File: src/rtl/mips32_mem_arbiter_if.sv
// Request/acknowledge bundle between the three memory requesters, the arbiter and the memory.
// The arbiter takes the slave view; requesters and memory (or a bench) take the master view.
interface mips32_mem_arbiter_if #(
  parameter int unsigned AW = 10
);
  logic          if_req;
  logic [AW-1:0] if_addr;
  logic          if_ack;
  logic [31:0]   if_rdata;

  logic          dm_req;
  logic          dm_we;
  logic [AW-1:0] dm_addr;
  logic [31:0]   dm_wdata;
  logic          dm_ack;
  logic [31:0]   dm_rdata;

  logic          ld_req;
  logic          ld_we;
  logic [AW-1:0] ld_addr;
  logic [31:0]   ld_wdata;
  logic          ld_ack;
  logic [31:0]   ld_rdata;

  logic          mem_en;
  logic          mem_we;
  logic [AW-1:0] mem_addr;
  logic [31:0]   mem_wdata;
  logic [31:0]   mem_rdata;

  logic          busy;
  logic [1:0]    grant_id;

  modport master (
    output if_req, if_addr,
    input  if_ack, if_rdata,
    output dm_req, dm_we, dm_addr, dm_wdata,
    input  dm_ack, dm_rdata,
    output ld_req, ld_we, ld_addr, ld_wdata,
    input  ld_ack, ld_rdata,
    input  mem_en, mem_we, mem_addr, mem_wdata,
    output mem_rdata,
    input  busy, grant_id
  );

  modport slave (
    input  if_req, if_addr,
    output if_ack, if_rdata,
    input  dm_req, dm_we, dm_addr, dm_wdata,
    output dm_ack, dm_rdata,
    input  ld_req, ld_we, ld_addr, ld_wdata,
    output ld_ack, ld_rdata,
    output mem_en, mem_we, mem_addr, mem_wdata,
    input  mem_rdata,
    output busy, grant_id
  );
endinterface

File: src/rtl/mips32_mem_arbiter.sv
// Serialises instruction fetch, data load/store and loader/debug accesses onto one unified
// word memory: IDLE -> ACCESS -> WAIT (MEM_LAT cycles) -> RESP, one access at a time.
module mips32_mem_arbiter #(
  parameter int unsigned AW       = 10,
  parameter int unsigned MEM_LAT  = 1,
  parameter int unsigned MAX_WAIT = 3
) (
  input  logic                      clk1,
  input  logic                      reset,
  input  logic                      halted,
  mips32_mem_arbiter_if.slave       bus
);

  typedef enum logic [1:0] {StIdle, StAccess, StWait, StResp} state_e;

  localparam logic [1:0] GntIf   = 2'd0;
  localparam logic [1:0] GntDm   = 2'd1;
  localparam logic [1:0] GntLd   = 2'd2;
  localparam logic [1:0] GntNone = 2'd3;

  localparam int unsigned SW = (MAX_WAIT < 1) ? 1 : $clog2(MAX_WAIT + 1);
  localparam logic [SW-1:0] MaxWait = SW'(MAX_WAIT);
  localparam logic [2:0] LatLast = 3'(MEM_LAT - 1);

  state_e        state_q, state_d;
  logic [1:0]    grant_q, grant_d;
  logic [SW-1:0] starve_q, starve_d;
  logic [2:0]    lat_q, lat_d;
  logic [AW-1:0] addr_q, addr_d;
  logic          we_q, we_d;
  logic [31:0]   wdata_q, wdata_d;
  logic [31:0]   rdata_q, rdata_d;

  always_ff @(posedge clk1) begin
    if (reset) begin
      state_q  <= StIdle;
      grant_q  <= GntNone;
      starve_q <= '0;
      lat_q    <= '0;
      addr_q   <= '0;
      we_q     <= 1'b0;
      wdata_q  <= '0;
      rdata_q  <= '0;
    end else begin
      state_q  <= state_d;
      grant_q  <= grant_d;
      starve_q <= starve_d;
      lat_q    <= lat_d;
      addr_q   <= addr_d;
      we_q     <= we_d;
      wdata_q  <= wdata_d;
      rdata_q  <= rdata_d;
    end
  end

  always_comb begin
    state_d  = state_q;
    grant_d  = grant_q;
    starve_d = starve_q;
    lat_d    = lat_q;
    addr_d   = addr_q;
    we_d     = we_q;
    wdata_d  = wdata_q;
    rdata_d  = rdata_q;
    unique case (state_q)
      StIdle: begin
        grant_d = GntNone;
        if (halted) begin
          // Loader mode: fetch and data requests are ignored and the starve count is frozen.
          if (bus.ld_req) begin
            grant_d = GntLd;
            addr_d  = bus.ld_addr;
            we_d    = bus.ld_we;
            wdata_d = bus.ld_wdata;
          end
        end else if (bus.dm_req && !(bus.if_req && (starve_q == MaxWait))) begin
          grant_d  = GntDm;
          addr_d   = bus.dm_addr;
          we_d     = bus.dm_we;
          wdata_d  = bus.dm_wdata;
          // IF lost here, so the count is below MaxWait whenever if_req is high.
          starve_d = bus.if_req ? starve_q + SW'(1) : '0;
        end else if (bus.if_req) begin
          grant_d  = GntIf;
          addr_d   = bus.if_addr;
          we_d     = 1'b0;
          wdata_d  = '0;
          starve_d = '0;
        end else begin
          starve_d = '0;
        end
        if (grant_d != GntNone) state_d = StAccess;
      end
      StAccess: begin
        lat_d   = LatLast;
        state_d = StWait;
      end
      StWait: begin
        if (lat_q == 3'd0) begin
          rdata_d = bus.mem_rdata;
          state_d = StResp;
        end else begin
          lat_d = lat_q - 3'd1;
        end
      end
      StResp: begin
        grant_d = GntNone;
        state_d = StIdle;
      end
    endcase
  end

  logic resp;
  assign resp = (state_q == StResp);

  always_comb begin
    bus.busy      = (state_q != StIdle);
    bus.grant_id  = grant_q;
    bus.mem_en    = (state_q == StAccess);
    bus.mem_we    = bus.mem_en & we_q;
    bus.mem_addr  = bus.mem_en ? addr_q : '0;
    bus.mem_wdata = bus.mem_en ? wdata_q : '0;
    bus.if_ack    = resp && (grant_q == GntIf);
    bus.dm_ack    = resp && (grant_q == GntDm);
    bus.ld_ack    = resp && (grant_q == GntLd);
    bus.if_rdata  = (bus.if_ack && !we_q) ? rdata_q : '0;
    bus.dm_rdata  = (bus.dm_ack && !we_q) ? rdata_q : '0;
    bus.ld_rdata  = (bus.ld_ack && !we_q) ? rdata_q : '0;
  end

endmodule
File: src/flat_wrapper.sv
// flat-port wrapper written by rule: the top's interface ports become plain ports
module mips32_mem_arbiter_flat 
#(
  parameter int unsigned AW       = 10,
  parameter int unsigned MEM_LAT  = 1,
  parameter int unsigned MAX_WAIT = 3
)
  (clk1, reset, halted, bus_if_req, bus_if_addr, bus_if_ack, bus_if_rdata, bus_dm_req, bus_dm_we, bus_dm_addr, bus_dm_wdata, bus_dm_ack, bus_dm_rdata, bus_ld_req, bus_ld_we, bus_ld_addr, bus_ld_wdata, bus_ld_ack, bus_ld_rdata, bus_mem_en, bus_mem_we, bus_mem_addr, bus_mem_wdata, bus_mem_rdata, bus_busy, bus_grant_id);
  mips32_mem_arbiter_if #(.AW(AW)) bus_i ();
  input  logic clk1;
  input  logic reset;
  input  logic halted;
  input wire logic [$bits(bus_i.if_req)-1:0] bus_if_req;
  input wire logic [$bits(bus_i.if_addr)-1:0] bus_if_addr;
  output wire logic [$bits(bus_i.if_ack)-1:0] bus_if_ack;
  output wire logic [$bits(bus_i.if_rdata)-1:0] bus_if_rdata;
  input wire logic [$bits(bus_i.dm_req)-1:0] bus_dm_req;
  input wire logic [$bits(bus_i.dm_we)-1:0] bus_dm_we;
  input wire logic [$bits(bus_i.dm_addr)-1:0] bus_dm_addr;
  input wire logic [$bits(bus_i.dm_wdata)-1:0] bus_dm_wdata;
  output wire logic [$bits(bus_i.dm_ack)-1:0] bus_dm_ack;
  output wire logic [$bits(bus_i.dm_rdata)-1:0] bus_dm_rdata;
  input wire logic [$bits(bus_i.ld_req)-1:0] bus_ld_req;
  input wire logic [$bits(bus_i.ld_we)-1:0] bus_ld_we;
  input wire logic [$bits(bus_i.ld_addr)-1:0] bus_ld_addr;
  input wire logic [$bits(bus_i.ld_wdata)-1:0] bus_ld_wdata;
  output wire logic [$bits(bus_i.ld_ack)-1:0] bus_ld_ack;
  output wire logic [$bits(bus_i.ld_rdata)-1:0] bus_ld_rdata;
  output wire logic [$bits(bus_i.mem_en)-1:0] bus_mem_en;
  output wire logic [$bits(bus_i.mem_we)-1:0] bus_mem_we;
  output wire logic [$bits(bus_i.mem_addr)-1:0] bus_mem_addr;
  output wire logic [$bits(bus_i.mem_wdata)-1:0] bus_mem_wdata;
  input wire logic [$bits(bus_i.mem_rdata)-1:0] bus_mem_rdata;
  output wire logic [$bits(bus_i.busy)-1:0] bus_busy;
  output wire logic [$bits(bus_i.grant_id)-1:0] bus_grant_id;
  assign bus_i.if_req = bus_if_req;
  assign bus_i.if_addr = bus_if_addr;
  assign bus_if_ack = bus_i.if_ack;
  assign bus_if_rdata = bus_i.if_rdata;
  assign bus_i.dm_req = bus_dm_req;
  assign bus_i.dm_we = bus_dm_we;
  assign bus_i.dm_addr = bus_dm_addr;
  assign bus_i.dm_wdata = bus_dm_wdata;
  assign bus_dm_ack = bus_i.dm_ack;
  assign bus_dm_rdata = bus_i.dm_rdata;
  assign bus_i.ld_req = bus_ld_req;
  assign bus_i.ld_we = bus_ld_we;
  assign bus_i.ld_addr = bus_ld_addr;
  assign bus_i.ld_wdata = bus_ld_wdata;
  assign bus_ld_ack = bus_i.ld_ack;
  assign bus_ld_rdata = bus_i.ld_rdata;
  assign bus_mem_en = bus_i.mem_en;
  assign bus_mem_we = bus_i.mem_we;
  assign bus_mem_addr = bus_i.mem_addr;
  assign bus_mem_wdata = bus_i.mem_wdata;
  assign bus_i.mem_rdata = bus_mem_rdata;
  assign bus_busy = bus_i.busy;
  assign bus_grant_id = bus_i.grant_id;
  mips32_mem_arbiter #(.AW(AW), .MEM_LAT(MEM_LAT), .MAX_WAIT(MAX_WAIT)) u_core (.clk1(clk1), .reset(reset), .halted(halted), .bus(bus_i));
endmodule
File: config.mk
export PLATFORM = sky130hd
export DESIGN_NAME = mips32_mem_arbiter_flat
export DESIGN_NICKNAME = d
export VERILOG_FILES = /design/src/rtl/mips32_mem_arbiter_if.sv /design/src/rtl/mips32_mem_arbiter.sv /design/src/flat_wrapper.sv
export SDC_FILE = /design/constraint.sdc
export NUM_CORES = 1
export LEC_CHECK = 0
export BUFFER_PORTS_ARGS = -buffer_cell sky130_fd_sc_hd__buf_2
export CORE_ASPECT_RATIO = 0.5
export CORE_MARGIN = 4
export CORE_UTILIZATION = 48
export CTS_BUF_LIST = sky130_fd_sc_hd__clkbuf_8
export CTS_CLUSTER_DIAMETER = 100
export CTS_CLUSTER_SIZE = 40
export DETAILED_ROUTE_END_ITERATION = 8
export GPL_ROUTABILITY_DRIVEN = 0
export GPL_TIMING_DRIVEN = 0
export HOLD_SLACK_MARGIN = 0.02
export MAX_ROUTING_LAYER = met4
export PLACE_DENSITY = 0.88
export SYNTH_ARGS = -nofsm -noshare
export SYNTH_HDL_FRONTEND = slang
export SYNTH_SLANG_ARGS = --single-unit
File: constraint.sdc
create_clock -name clk1 -period 3.4 [get_ports clk1]
set_input_delay 0.34 -clock clk1 [delete_from_list [all_inputs] [get_ports clk1]]
set_output_delay 0.34 -clock clk1 [all_outputs]
set_load 0.01 [all_outputs]
==> metrics.txt <==
buffers added on ports 279; worst hold slack 214 ps; 1st-iter DRT viols 316; worst r2r src u_core.state_q[0]; core area 0.00901 sq mm; Synth top area share 0.366; unrepaired setup endpoints after global routing no; syn nets 722; ys async rst share 0; Design Power 3.46 mW; All-Layer GR Usage 0.268; DR WL/cell 15.6 um; initial antenna violation count 1; worst vdd ir 0.329 mV; Rows 24; leakage power 3.22 nW; worst r2r path cells 8; Reg area 0.00168 sq mm; ys flop type dfxtp_1; Max Cap Viol 0; final setup vio count 0; dpl cell area 0.00614 sq mm; FF+latch count, synth 84; crit share post-route 0.803; Syn Area/Cell 7.91 sq um; CTS tree built; Netlist cell types 35; number of synthesized flops with an enable pin 0; Max Slew Vio Count 0; f_max 0.366 GHz; share of post-route cells with drive strength above 1 0.381; die area 0.0113 sq mm; root buffer cell clkbuf_8; Layout area overhead 37.8%; Worst EP required 3060 ps; Syn Inst Count 581; Setup Fix Bufs, Post-CTS 0; utilization after layout 0.703; cell taking the most area after synthesis dfxtp_1; die span in x 146 um; detailed-router iteration count before antenna repair 5; Yosys warnings 0; Setup crit end bus_if_rdata[3]; endpoints failing hold 0; Post-DRT Antenna Nets 0; pin count of the biggest net entering global routing 13; Crit. End Element output pin; Clock Pin Slew Worst Setup and Hold Paths 90 ps; final setup skew 10.7 ps; Area contributors post-synth dfxtp_1 (37%), and2_1 (19%), nand2_1 (6.5%); clock buffer count from CTS 9; worst-path fanout max 10; vias in the first global route 4,886; clock tree buffer depth 2; clk_lat worst skew 360 ps; fin area 0.00633 sq mm; Arrival @ worst endpoint 2390 ps; num ports 280; Final min period 2730 ps; CTS Sinks 84; R2R Path End u_core.rdata_q[24]; CP Launch Type register; via count 5,155; Initial Util 0.510; nets@finish 1,012; most frequent cell after synthesis and2_1; Fillers 744; gr ovfl total 0; critical path type reg2out; Worst R2R Setup Slack 1510 ps; hpwl dp 12.1 mm; Worst Max-Slew Pin Slew 617 ps; Chip Height 77.2 um; first-pass GRT wire length 24.2 mm; sequential-to-total area share from yosys stat 0.366; top post-synthesis cells by count and2_1 (139), dfxtp_1 (84), nand2_1 (79); DR DRC count 0; H-tree depth 3; Critical path origin u_core.state_q[1]; Routed WL 15.5 mm; Hold Path Class in2reg; status completed; Fin Setup TNS 0 ps; mapped cell area 0.00460 sq mm; Max-Slew Margin vs Limit 0.588; number of vias per cell 5.19; Pwr per Cell Area 546 mW/mm^2; area occupied by multi-input gates 0.00265 sq mm
[how the worst min path moves through the flow]
stage                      startpoint            endpoint  slack [ps]  cells past startpoint
floorplan            u_core.addr_q[0]    u_core.addr_q[0]         430                      2
global placement     u_core.addr_q[4]    u_core.addr_q[4]         440                      2
global route        bus_mem_rdata[27]  u_core.rdata_q[27]         190                      3
CTS                 bus_mem_rdata[22]  u_core.rdata_q[22]         200                      3
finish              bus_mem_rdata[18]  u_core.rdata_q[18]         210                      3
detailed placement   u_core.addr_q[6]    u_core.addr_q[6]         440                      2
[timing repair]
| action | in CTS | in global routing |
|---|---|---|
| hold buffers | 0 | 0 |
| endpoints found under the setup margin | 0 | 7 |
| resized for setup | 0 | 1 |
[state kept, by name, indices dropped and copies added (netlist names)]
name,cells
u_core.bus.grant_id,2
u_core.starve_q,2
u_core.wdata_q,32
u_core.lat_q,3
u_core.state_q,2
u_core.addr_q,10
u_core.rdata_q,32
u_core.we_q,1
[final cells by class]
| cell class | instances | area share |
|---|---|---|
| Timing Repair Buffer | 279 | 0.221 |
| Multi-Input combinational cell | 441 | 0.418 |
| Inverter | 7 | 0.00415 |
| Antenna cell | 1 | 0.000395 |
| Tap cell | 117 | 0.0231 |
| Sequential cell | 84 | 0.266 |
| Clock buffer | 10 | 0.0217 |
| Clock inverter | 5 | 0.00731 |
| Buffer | 49 | 0.0387 |
[metal layers]
layer	track usage	part of all wire	vias to the layer above
met3	0.0654	0.069	35
li1	-	-	2531
met5	-	0	-
met2	0.477	0.51	224
met4	0.0938	0.021	0
met1	0.296	0.40	2365
[stage by stage]
stage                     worst slack [ps]  instances
after floorplan                       1600        581
after global placement                 614        977
after detailed placement               577        977
after CTS                              157        992
after global routing                   446        993
final                                  671        993
[critical path, stage by stage, from the launching register on]
cell and delay [ps]:
dfxtp_1 400, ha_1 360, nor4b_2 580, clkbuf_1 370
and2_1 180, buf_2 130
[kinds of logic (layout without fill, tap and decap cells)]
group,Yosys count,count (layout),synth area share
AOI/OAI and AO/OA,94,94,0.147
other,0,1,0
and+or+nand+nor,326,326,0.376
muxes,14,14,0.0335
DFF,84,84,0.366
buffers and inverters,56,350,0.0591
adders and majority gates,7,7,0.0191
[report_power, final]
group | internal, mW | leakage [nW] | switching (mW)
registers | 1.23 | 0.689 | 0.159
logic | 0.571 | 2.43 | 0.813
clock network | 0.347 | 0.106 | 0.342
[placed cells by master (no fill, tap or decap), types with 10 or more instances in the layout]
| cell | instances |
|---|---|
| inv_1 | 10 |
| clkbuf_8 | 10 |
| nand2_1 | 79 |
| nor2_1 | 40 |
| mux2_2 | 11 |
| buf_2 | 289 |
| nand2b_1 | 16 |
| and2_1 | 139 |
| a221oi_1 | 33 |
| nor3_1 | 36 |
| dfxtp_1 | 84 |
| a21oi_1 | 42 |
| clkbuf_1 | 31 |
Note: power is estimated with default switching activity, not from simulation.
